File: src/rtl/lsu_multi_outstanding_if.sv
// Data-memory bus between the load/store unit (master) and memory (slave).
//   req/gnt            : beat request and grant; addr/we/be/wdata valid while req is high
//   addr/we/be/wdata   : word-aligned address, write flag, byte enables, lane-aligned write data
//   rvalid/rdata/err   : one in-order response beat per granted beat
interface lsu_multi_outstanding_if;
  logic        req;
  logic        gnt;
  logic [31:0] addr;
  logic        we;
  logic [3:0]  be;
  logic [31:0] wdata;
  logic        rvalid;
  logic [31:0] rdata;
  logic        err;

  modport master (
    output req, addr, we, be, wdata,
    input  gnt, rvalid, rdata, err
  );

  modport slave (
    input  req, addr, we, be, wdata,
    output gnt, rvalid, rdata, err
  );
endinterface

File: src/rtl/lsu_multi_outstanding.sv
// Pipelined load/store unit between execute and the data-memory bus.
// Accepts one op per handshake, splits misaligned accesses into two bus beats, tracks up to
// MAX_OUTSTANDING granted beats in an in-order pending FIFO and returns results (load data,
// store completions, bus errors) on a single writeback port.
//   clk_i, rst_ni       : clock, asynchronous active-low reset
//   flush_i             : drop the queued op and suppress writeback of every in-flight beat
//   req_*               : op handshake and fields from execute
//   data_bus            : data-memory bus (master side)
//   wb_*                : writeback valid, transaction ID, load data, error
module lsu_multi_outstanding #(
  parameter int unsigned ADDR_BITS       = 5,
  parameter int unsigned MAX_OUTSTANDING = 4
) (
  input  logic                        clk_i,
  input  logic                        rst_ni,
  input  logic                        flush_i,
  input  logic                        req_valid_i,
  output logic                        req_ready_o,
  input  logic                        req_we_i,
  input  logic [1:0]                  req_size_i,
  input  logic                        req_signed_i,
  input  logic [ADDR_BITS-1:0]        req_trans_id_i,
  input  logic [31:0]                 req_addr_i,
  input  logic [31:0]                 req_wdata_i,
  lsu_multi_outstanding_if.master     data_bus,
  output logic                        wb_vld_o,
  output logic [ADDR_BITS-1:0]        wb_trans_id_o,
  output logic [31:0]                 wb_data_o,
  output logic                        wb_err_o
);

  localparam int unsigned PtrW = $clog2(MAX_OUTSTANDING);
  localparam int unsigned CntW = PtrW + 1;

  typedef enum logic [1:0] {StIdle, StBeat1, StBeat2} state_e;

  typedef struct packed {
    logic [ADDR_BITS-1:0] trans_id;
    logic                 we;
    logic [1:0]           size;
    logic                 sext;
    logic [1:0]           offset;
    logic                 split_first;
    logic                 last;
  } entry_t;

  function automatic logic is_split(input logic [1:0] size, input logic [1:0] off);
    return (size[1] && off != 2'd0) || (size == 2'b01 && off == 2'd3);
  endfunction

  function automatic logic [3:0] size_mask(input logic [1:0] size);
    case (size)
      2'b00:   return 4'b0001;
      2'b01:   return 4'b0011;
      default: return 4'b1111;
    endcase
  endfunction

  state_e state_q, state_d;

  logic                 op_we_q, op_sext_q;
  logic [1:0]           op_size_q;
  logic [ADDR_BITS-1:0] op_id_q;
  logic [31:0]          op_addr_q, op_wdata_q;

  entry_t                     fifo_q [MAX_OUTSTANDING];
  logic [MAX_OUTSTANDING-1:0] kill_q, kill_d;
  logic [PtrW-1:0]            wptr_q, rptr_q;
  logic [CntW-1:0]            cnt_q, cnt_d;
  logic [31:0]                hold_q;
  logic                       err_q;

  logic        busy, in_beat2, op_split, beat_last, bus_req;
  logic        gnt_fire, final_gnt, accept, push, pop;
  logic [1:0]  op_off;
  logic [7:0]  be_wide;
  logic [63:0] wdata_wide;
  entry_t      new_entry, head;
  logic        head_kill;
  logic [63:0] head_word;
  logic [31:0] lo, load_val;

  // Issue side
  assign op_off    = op_addr_q[1:0];
  assign busy      = (state_q != StIdle);
  assign in_beat2  = (state_q == StBeat2);
  assign op_split  = is_split(op_size_q, op_off);
  assign beat_last = in_beat2 | ~op_split;
  // A pop in the same cycle does not free a slot, keeping gnt->req free of rvalid paths.
  assign bus_req   = busy & (cnt_q < CntW'(MAX_OUTSTANDING));
  assign gnt_fire  = bus_req & data_bus.gnt;
  assign final_gnt = gnt_fire & beat_last;

  assign req_ready_o = ~flush_i & (~busy | final_gnt);
  assign accept      = req_valid_i & req_ready_o;

  // Beat 2 lanes are the bits shifted past lane 3 by the beat 1 alignment.
  assign be_wide    = {4'b0000, size_mask(op_size_q)} << op_off;
  assign wdata_wide = {32'h0, op_wdata_q} << {op_off, 3'b000};

  assign data_bus.req   = bus_req;
  assign data_bus.we    = busy & op_we_q;
  assign data_bus.addr  = busy ? ({op_addr_q[31:2], 2'b00} + (in_beat2 ? 32'd4 : 32'd0)) : 32'h0;
  assign data_bus.be    = busy ? (in_beat2 ? be_wide[7:4] : be_wide[3:0]) : 4'h0;
  assign data_bus.wdata = busy ? (in_beat2 ? wdata_wide[63:32] : wdata_wide[31:0]) : 32'h0;

  always_comb begin
    state_d = state_q;
    unique case (state_q)
      StIdle:  if (accept) state_d = StBeat1;
      StBeat1: if (gnt_fire) state_d = op_split ? StBeat2 : (accept ? StBeat1 : StIdle);
      StBeat2: if (gnt_fire) state_d = accept ? StBeat1 : StIdle;
      default: state_d = StIdle;
    endcase
    if (flush_i) state_d = StIdle;
  end

  always_ff @(posedge clk_i or negedge rst_ni) begin
    if (!rst_ni) begin
      state_q    <= StIdle;
      op_we_q    <= 1'b0;
      op_sext_q  <= 1'b0;
      op_size_q  <= 2'b00;
      op_id_q    <= '0;
      op_addr_q  <= 32'h0;
      op_wdata_q <= 32'h0;
    end else begin
      state_q <= state_d;
      if (flush_i) begin
        op_we_q    <= 1'b0;
        op_sext_q  <= 1'b0;
        op_size_q  <= 2'b00;
        op_id_q    <= '0;
        op_addr_q  <= 32'h0;
        op_wdata_q <= 32'h0;
      end else if (accept) begin
        op_we_q    <= req_we_i;
        op_sext_q  <= req_signed_i;
        op_size_q  <= req_size_i;
        op_id_q    <= req_trans_id_i;
        op_addr_q  <= req_addr_i;
        op_wdata_q <= req_wdata_i;
      end
    end
  end

  // Pending FIFO
  assign push = gnt_fire;
  assign pop  = data_bus.rvalid & (cnt_q != '0);

  always_comb begin
    new_entry             = '0;
    new_entry.trans_id    = op_id_q;
    new_entry.we          = op_we_q;
    new_entry.size        = op_size_q;
    new_entry.sext        = op_sext_q;
    new_entry.offset      = op_off;
    new_entry.split_first = ~in_beat2 & op_split;
    new_entry.last        = beat_last;
  end

  always_comb begin
    kill_d = kill_q;
    if (flush_i) kill_d = '1;
    // A beat granted in the flush cycle is already dead.
    if (push) kill_d[wptr_q] = flush_i;
    cnt_d = cnt_q + CntW'(push) - CntW'(pop);
  end

  assign head      = fifo_q[rptr_q];
  assign head_kill = kill_q[rptr_q];

  always_ff @(posedge clk_i or negedge rst_ni) begin
    if (!rst_ni) begin
      for (int i = 0; i < int'(MAX_OUTSTANDING); i++) fifo_q[i] <= '0;
      kill_q <= '0;
      wptr_q <= '0;
      rptr_q <= '0;
      cnt_q  <= '0;
      hold_q <= 32'h0;
      err_q  <= 1'b0;
    end else begin
      kill_q <= kill_d;
      cnt_q  <= cnt_d;
      if (push) begin
        fifo_q[wptr_q] <= new_entry;
        wptr_q         <= wptr_q + PtrW'(1);
      end
      if (pop) begin
        rptr_q <= rptr_q + PtrW'(1);
        if (head_kill || head.last) begin
          hold_q <= 32'h0;
          err_q  <= 1'b0;
        end else begin
          hold_q <= data_bus.rdata;
          err_q  <= data_bus.err;
        end
      end
    end
  end

  // Writeback
  assign head_word = is_split(head.size, head.offset) ? {data_bus.rdata, hold_q}
                                                      : {32'h0, data_bus.rdata};
  assign lo = 32'(head_word >> {head.offset, 3'b000});

  always_comb begin
    case (head.size)
      2'b00:   load_val = {{24{head.sext & lo[7]}}, lo[7:0]};
      2'b01:   load_val = {{16{head.sext & lo[15]}}, lo[15:0]};
      default: load_val = lo;
    endcase
  end

  assign wb_vld_o      = pop & head.last & ~head_kill;
  assign wb_err_o      = wb_vld_o & (err_q | data_bus.err);
  assign wb_trans_id_o = wb_vld_o ? head.trans_id : '0;
  assign wb_data_o     = (wb_vld_o & ~head.we & ~wb_err_o) ? load_val : 32'h0;

endmodule

File: src/flat_wrapper.sv
// flat-port wrapper written by rule: the top's interface ports become plain ports
module lsu_multi_outstanding_flat 
#(
  parameter int unsigned ADDR_BITS       = 5,
  parameter int unsigned MAX_OUTSTANDING = 4
)
  (clk_i, rst_ni, flush_i, req_valid_i, req_ready_o, req_we_i, req_size_i, req_signed_i, req_trans_id_i, req_addr_i, req_wdata_i, wb_vld_o, wb_trans_id_o, wb_data_o, wb_err_o, data_bus_req, data_bus_addr, data_bus_we, data_bus_be, data_bus_wdata, data_bus_gnt, data_bus_rvalid, data_bus_rdata, data_bus_err);
  lsu_multi_outstanding_if data_bus_i ();
  input  logic clk_i;
  input  logic rst_ni;
  input  logic flush_i;
  input  logic req_valid_i;
  output logic req_ready_o;
  input  logic req_we_i;
  input  logic [1:0] req_size_i;
  input  logic req_signed_i;
  input  logic [ADDR_BITS-1:0] req_trans_id_i;
  input  logic [31:0] req_addr_i;
  input  logic [31:0] req_wdata_i;
  output logic wb_vld_o;
  output logic [ADDR_BITS-1:0] wb_trans_id_o;
  output logic [31:0] wb_data_o;
  output logic wb_err_o;
  output wire logic [$bits(data_bus_i.req)-1:0] data_bus_req;
  output wire logic [$bits(data_bus_i.addr)-1:0] data_bus_addr;
  output wire logic [$bits(data_bus_i.we)-1:0] data_bus_we;
  output wire logic [$bits(data_bus_i.be)-1:0] data_bus_be;
  output wire logic [$bits(data_bus_i.wdata)-1:0] data_bus_wdata;
  input wire logic [$bits(data_bus_i.gnt)-1:0] data_bus_gnt;
  input wire logic [$bits(data_bus_i.rvalid)-1:0] data_bus_rvalid;
  input wire logic [$bits(data_bus_i.rdata)-1:0] data_bus_rdata;
  input wire logic [$bits(data_bus_i.err)-1:0] data_bus_err;
  assign data_bus_req = data_bus_i.req;
  assign data_bus_addr = data_bus_i.addr;
  assign data_bus_we = data_bus_i.we;
  assign data_bus_be = data_bus_i.be;
  assign data_bus_wdata = data_bus_i.wdata;
  assign data_bus_i.gnt = data_bus_gnt;
  assign data_bus_i.rvalid = data_bus_rvalid;
  assign data_bus_i.rdata = data_bus_rdata;
  assign data_bus_i.err = data_bus_err;
  lsu_multi_outstanding #(.ADDR_BITS(ADDR_BITS), .MAX_OUTSTANDING(MAX_OUTSTANDING)) u_core (.clk_i(clk_i), .rst_ni(rst_ni), .flush_i(flush_i), .req_valid_i(req_valid_i), .req_ready_o(req_ready_o), .req_we_i(req_we_i), .req_size_i(req_size_i), .req_signed_i(req_signed_i), .req_trans_id_i(req_trans_id_i), .req_addr_i(req_addr_i), .req_wdata_i(req_wdata_i), .data_bus(data_bus_i), .wb_vld_o(wb_vld_o), .wb_trans_id_o(wb_trans_id_o), .wb_data_o(wb_data_o), .wb_err_o(wb_err_o));
endmodule
File: config.mk
export PLATFORM = sky130hd
export DESIGN_NAME = lsu_multi_outstanding_flat
export DESIGN_NICKNAME = d
export VERILOG_FILES = /design/src/rtl/lsu_multi_outstanding_if.sv /design/src/rtl/lsu_multi_outstanding.sv /design/src/flat_wrapper.sv
export SDC_FILE = /design/constraint.sdc
export NUM_CORES = 1
export LEC_CHECK = 0
export CAP_MARGIN = 20
export CORE_ASPECT_RATIO = 1.2
export CORE_UTILIZATION = 25
export DETAILED_ROUTE_END_ITERATION = 12
export GPL_TIMING_DRIVEN = 0
export HOLD_SLACK_MARGIN = 0.05
export PLACE_DENSITY_LB_ADDON = 0.25
export SETUP_SLACK_MARGIN = 0.02
export SLEW_MARGIN = 20
export SYNTH_ARGS = -nofsm -noshare
export SYNTH_HDL_FRONTEND = slang
export SYNTH_SLANG_ARGS = --single-unit
File: constraint.sdc
create_clock -name clk_i -period 3.95 [get_ports clk_i]
set_input_delay 0.395 -clock clk_i [delete_from_list [all_inputs] [get_ports clk_i]]
set_output_delay 0.395 -clock clk_i [all_outputs]
set_load 0.005 [all_outputs]
# Word-level counts from Yosys, hierarchy flattened
# Index checks and enable logic that the tools add are counted.
[word_totals]
regBits = 171
in_bits = 112
out_inout_bits = 110
elab_cells = 155
[classes]
addsub = 5
order_cmp = 7
eq_ne = 9
shifts = 3
muxes = 45
n_bitwise = 27
n_reduce_logical = 18
[op_table]
columns = ["op", "count"]
rows = [
  ["$mux 32", 9],
  ["$mux 64", 1],
  ["$pmux 32 s2", 1],
  ["$shl 32x5->64", 1],
  ["$shr 64x5->32", 1],
  ["$bwmux 52", 1],
  ["$mux 13", 3],
  ["$add 32x32->32", 1],
  ["$bmux 13 s2", 1],
  ["$demux 13 s2", 1],
  ["$mux 4", 4],
  ["$and 1x1->1", 15],
  ["$mux 5", 3],
  ["$mux 2", 7],
  ["$mux 1", 8],
  ["$pmux 4 s2", 1],
  ["$reduce_bool 2->1", 4],
  ["$shl 4x2->8", 1],
  ["$not 1->1", 7],
  ["$eq 2x1->1 const B", 3],
  ["$eq 2x2->1 const B", 3],
  ["$ge 3x3->1 const B", 2],
  ["$logic_and 1x1->1", 6],
  ["$logic_not 2->1", 3],
  ["19 further kinds", 27],
]

# Depth between registers and ports, before layout
[logic_depth]
depth_word = 14
ltp_mapped = 10

# Worst setup path after synthesis
# No wires, ideal clock.
[synth_timing]
path_type = "flip-flop to output port"
startpoint = "register u_core.state_q[0]"
endpoint = "output port data_bus_addr[24]"
t_arrival_ns = 2.409
path_slack_ns = 1.146
stages_incl_launch_ff = 11
path_cell_list = "dfrtp_1 nand2b_1 clkinv_1 clkbuf_1 ha_1 ha_1 nand4_1 nor3_1 nand3_1 xor2_1 nor2_1"
[synth_via]
elab_chain_cells = 4
[synth_rtl]
columns = ["element", "line", "text"]
rows = [
  ["start: declaration", "lsu_multi_outstanding.sv:59", "state_e state_q, state_d;"],
  ["start signal: assignment", "lsu_multi_outstanding.sv:120", "state_q <= StIdle;"],
  ["start signal: assignment", "lsu_multi_outstanding.sv:128", "state_q <= state_d;"],
  ["$eq 2x2->1", "lsu_multi_outstanding.sv:86", "assign in_beat2 = (state_q == StBeat2);"],
  ["$mux 3", "lsu_multi_outstanding.sv:103", "assign data_bus.addr = busy ? ({op_addr_q[31:2], 2'b00} + (in_beat2 ? 32'd4 : 32'd0)) : 32'h0;"],
  ["$add 32x32->32", "lsu_multi_outstanding.sv:103", ""],
  ["$mux 32 *", "lsu_multi_outstanding.sv:103", ""],
  ["end: declaration", "flat_wrapper.sv:25", "output wire logic [$bits(data_bus_i.addr)-1:0] data_bus_addr;"],
]
# Every way passes the cells marked *; elsewhere a longest branch is shown, timed or not.

# Final worst setup path
[layout_timing]
startpoint = "register u_core.rptr_q[0]"
endpoint = "output port wb_data_o[8]"
[layout_via]
elab_chain_cells = 12
[layout_rtl]
columns = ["element", "line", "text"]
rows = [
  ["start: declaration", "lsu_multi_outstanding.sv:68", "logic [PtrW-1:0] wptr_q, rptr_q;"],
  ["start signal: assignment", "lsu_multi_outstanding.sv:190", "rptr_q <= rptr_q + PtrW'(1);"],
  ["$not 2->3 (not written as such)", "lsu_multi_outstanding.sv:170", "assign head = fifo_q[rptr_q];"],
  ["$bmux 13 s2", "lsu_multi_outstanding.sv:170", ""],
  ["$mux 13 (not written as such) (2 in a row)", "lsu_multi_outstanding.sv:170", ""],
  ["$eq 2x1->1 (tied with other cells)", "lsu_multi_outstanding.sv:48, lsu_multi_outstanding.sv:208", ""],
  ["$logic_and 1x1->1", "lsu_multi_outstanding.sv:48", "return (size[1] && off != 2'd0) || (size == 2'b01 && off == 2'd3);"],
  ["$logic_or 1x1->1", "lsu_multi_outstanding.sv:48", ""],
  ["$mux 64", "lsu_multi_outstanding.sv:203", "assign head_word = is_split(head.size, head.offset) ? {data_bus.rdata, hold_q}"],
  ["$shr 64x5->32", "lsu_multi_outstanding.sv:205", "assign lo = 32'(head_word >> {head.offset, 3'b000});"],
  ["$and 1x1->1", "lsu_multi_outstanding.sv:209", "2'b00: load_val = {{24{head.sext & lo[7]}}, lo[7:0]};"],
  ["$pmux 32 s2", "lsu_multi_outstanding.sv:208", "case (head.size)"],
  ["$mux 32 *", "lsu_multi_outstanding.sv:218", "assign wb_data_o = (wb_vld_o & ~head.we & ~wb_err_o) ? load_val : 32'h0;"],
  ["end: declaration", "flat_wrapper.sv:22", "output logic [31:0] wb_data_o;"],
]
# Every way passes the cells marked *; elsewhere a longest branch is shown, timed or not. The select of a mux whose other input is x is not followed.

==> summary.txt <==
Status
  – Outcome: complete, no violations

Timing
  – Fin crit period: around 3800 ps
  – Max Freq: 0.265 GHz
  – RSZ-0062 raised after global routing: false
  – Worst-Margin Slew: between 800 and 900 ps
  – Max-slew headroom: 42.3%
  – Hold Vio Cnt, Final: 0
  – Min setup slack post-route: between 150 and 200 ps
  – Hold slack: around 480 ps
  – Final worst path period share: between 90% and 100%
  – Slew Limit Fails: 0
  – Final setup viols: 0
  – Clk_skew: 8.68 ps

Critical path
  – Reg-to-Reg Start: u_core.state_q[1]
  – Slowest-stage cell, CP: mux4_2
  – Critical R2R Capture: u_core.op_wdata_q[24]
  – R2R setup slack: between 1000 and 1500 ps
  – Slowest cell delay on critical path: around 540 ps
  – R2R cell count: 9
  – Critical path type: reg -> out
  – Startpoint type of the worst setup path: flip-flop
  – CP Capture Type: output port
  – Worst path required time: between 3000 and 4000 ps
  – Critical Path AT: around 3400 ps
  – Crit-path max FO: 10
  – Critical path cell sequence: buf_6, mux4_2, nand3b_4, nor4_4, clkbuf_4, nand2b_2, a211o_1, nand2_1, clkdlybuf4s50_1

Floorplan
  – Row count: 79
  – Starting density of the core: 25.6%
  – Die area: just over 40000 um^2
  – Die Ht: roughly 220 um
  – I/O Pins: ~220
  – Die width: 184 um
  – Core Box Area: a little under 40000 um^2

Hold path
  – Worst Hold Class: reg -> reg
  – Min-delay src: u_core.kill_q[2]
  – Worst hold path cell count: 1
  – Hold endpoint: u_core.kill_q[2]

Synth
  – Seq cells post-synth: about 160
  – Synthesized area: 9980 um^2
  – Area leader, netlist: dfrtp_1
  – Cells taking the most area after synthesis: dfrtp_1 (40%), nand2_1 (6.1%), o21ai_0 (5.7%)
  – Post-synth ARST share: 100%
  – Most frequent cell after synthesis: nand2_1
  – Yosys warning total: 0
  – Synth top cells by count: nand2_1 (163), dfrtp_1 (159), o21ai_0 (113), nor2_1 (73), nand2b_1 (69)
  – Ys flop type: dfrtp_1
  – Sequential fraction of the synthesis area: approximately 40%
  – Number of synthesized flops with an enable pin: 0
  – Syn avg cell area: around 9.2 um^2
  – Cell variety after synth: between 60 and 70
  – Synth top area share: 39.9%
  – Post-Syn Instances: about 1100

Global route
  – Vias in the first global route: around 9500
  – Global-route wire length before repair: ~56000 um
  – GRT overflow: 0
  – GRT Resource Usage Total: ~18%
  – Initial antenna violation count: 2
  – Largest net degree at the start of global routing: 95

Clock network
  – Clk slew on worst S/H paths: approximately 70 ps
  – CTS H-tree lvls: 4
  – CTS root buf: clkbuf_16
  – Max Buffers Root-to-Sink: 2
  – CTS buffer count: 17
  – CTS tree: done
  – Clock sinks: between 150 and 200
  – Worst-Skew Late Latency: ~440 ps

Layout
  – Layout Utilization: 34.7%
  – Layout fillers: just over 4000
  – Syn-to-layout area delta: 35.6%
  – Layout cell share with drive strength beyond 1: 12.2%
  – Nets: around 1500

Placed design
  – Hpwl dp: approximately 27000 um
  – Routability cong.: between 0.9 and 1
  – IO Port Bufs: between 200 and 250
  – Pre-CTS WS: -137 ps

Drt
  – Post-DRT Antenna Nets: 0
  – Router iterations before antenna repair: 7
  – Drt wl/cell: 19.3 um
  – Drt total wl: 36100 um
  – Vias: approximately 9300
  – Drt initial violations: roughly 750
  – Vias/cell: between 4 and 5
  – # DRC: 0

Job
  – Max-Cap Viols: 0

Power
  – Max VDD drop: ~320 uV
  – P per Cell Area: between 400 and 500 nW/um^2
  – Leakage power: between 5 and 6 nW
-- power by group --
| part | leakage [nW] | total (mW) | internal (mW) | switching [mW] |
|---|---|---|---|---|
| registers | 2.12 | 2.20 | 1.95 | 0.250 |
| clock network | 0.259 | 1.55 | 0.813 | 0.737 |
| logic | 3.08 | 2.72 | 1.22 | 1.50 |
| total | 5.46 | 6.47 | 3.98 | 2.48 |
-- metal layers --
layer	GRT usage, %	wire (um)	up-vias	share of wire [%]
met4	5.40	741	2	2.1
met2	29.0	16700	423	46
li1	-	-	4353	-
met3	4.74	2970	55	8.2
met1	23.0	15700	4427	43
met5	0	12	-	0.033
-- cells in the final DEF, fill, tap and decap left out, types with 4 or more instances in the layout --
cell             netlist  layout
clkdlybuf4s50_1        0     217
nand2_1              163     163
dfrtp_1              159     159
o21ai_0              113     113
nor2_1                73      72
nand2b_1              69      68
a21oi_1               51      50
clkbuf_1              55      47
mux2i_1               47      47
mux2_2                44      44
a22o_1                35      35
nand3_1               21      21
xor2_1                21      21
buf_2                 19      18
mux4_2                18      18
clkbuf_16              0      17
buf_4                  5      14
and3_1                13      13
inv_1                 12      12
o22ai_1               12      12
a21o_1                11      11
xnor2_1               10      10
nor3_1                13      10
nand4_1                9       9
clkbuf_2               2       9
nor2b_1                8       8
a222oi_1               7       7
a211o_1                7       7
a221oi_1               7       7
ha_1                   8       7
a31oi_1                6       6
buf_6                  6       6
and2b_1                5       5
and4_1                 4       4
clkinv_2               0       4
inv_6                  0       4
-- area by class of cell --
type / count / area [um^2] / area share (%)
multi-input cells: 825 / 5570 / 41.2
repair buffers: 229 / 2290 / 16.9
clock buffers: 18 / 429 / 3.17
plain buffers: 88 / 435 / 3.22
diodes: 1 / 2.50 / 0.0185
flip-flops and latches: 159 / 3980 / 29.4
inverters: 15 / 63.8 / 0.471
well taps: 526 / 658 / 4.86
clock inverters: 14 / 106 / 0.786
-- worst max-delay path, delay by kind of cell (launching register included) --
family / cells / cell delay, ps
AND/OR/NAND/NOR: 4 / 820
AO/OA/AOI/OAI: 1 / 270
flip-flops: 1 / 340
multiplexers: 1 / 540
buffers and inverters: 3 / 980
-- timing repair --
action,CTS,global route
resized for setup,6,26
hold buffers,1,0
pin swaps,1,2
setup endpoints to repair,21,40
hold endpoints to repair,65,0
buffers inserted,1,8
-- flip-flops by register name, summed over array words and instances (netlist names), 3 cells and up --
signal             cells
u_core.op_id_q         5
u_core.op_addr_q      32
u_core.op_wdata_q     32
u_core.kill_q          4
u_core.hold_q         24
u_core.fifo_q         48
u_core.cnt_q           3
-- worst max path at each step --
stage	slack (ps)	cells past startpoint	startpoint	to
2_1_floorplan	1150	10	u_core.state_q[0]	data_bus_addr[24]
3_3_place_gp	-4580	1	rst_ni	u_core.op_wdata_q[22]
3_5_place_dp	-140	11	u_core.state_q[0]	data_bus_addr[31]
4_1_cts	30	9	u_core.rptr_q[1]	wb_data_o[16]
5_1_grt	30	9	u_core.rptr_q[1]	wb_data_o[16]
6_report	170	9	u_core.rptr_q[0]	wb_data_o[8]
-- stage by stage --
| step | cell area (um^2) | power [mW] | cells | setup TNS [ps] |
|---|---|---|---|---|
| floorplan | 9980 | 3.94 | 1088 | 0 |
| global placement | 12800 | 4.80 | 1832 | -726850 |
| detailed placement | 12900 | 4.84 | 1833 | -613 |
| CTS | 13400 | 6.43 | 1866 | 0 |
| global route | 13500 | 6.86 | 1874 | 0 |
| finish | 13500 | 6.47 | 1875 | 0 |
-- logic make-up after synthesis --
| family | after synthesis | share of synthesized area, % |
|---|---|---|
| AND/OR/NAND/NOR | 399 | 19.4 |
| adder cells (fa/ha/maj) | 9 | 1.20 |
| multiplexers | 114 | 15.0 |
| other | 1 | 0.0376 |
| AO/OA/AOI/OAI | 270 | 17.0 |
| buffers and inverters | 104 | 4.81 |
| XOR/XNOR | 31 | 2.72 |
| flip-flops | 159 | 39.9 |
Power figures use the tool's default switching activity.
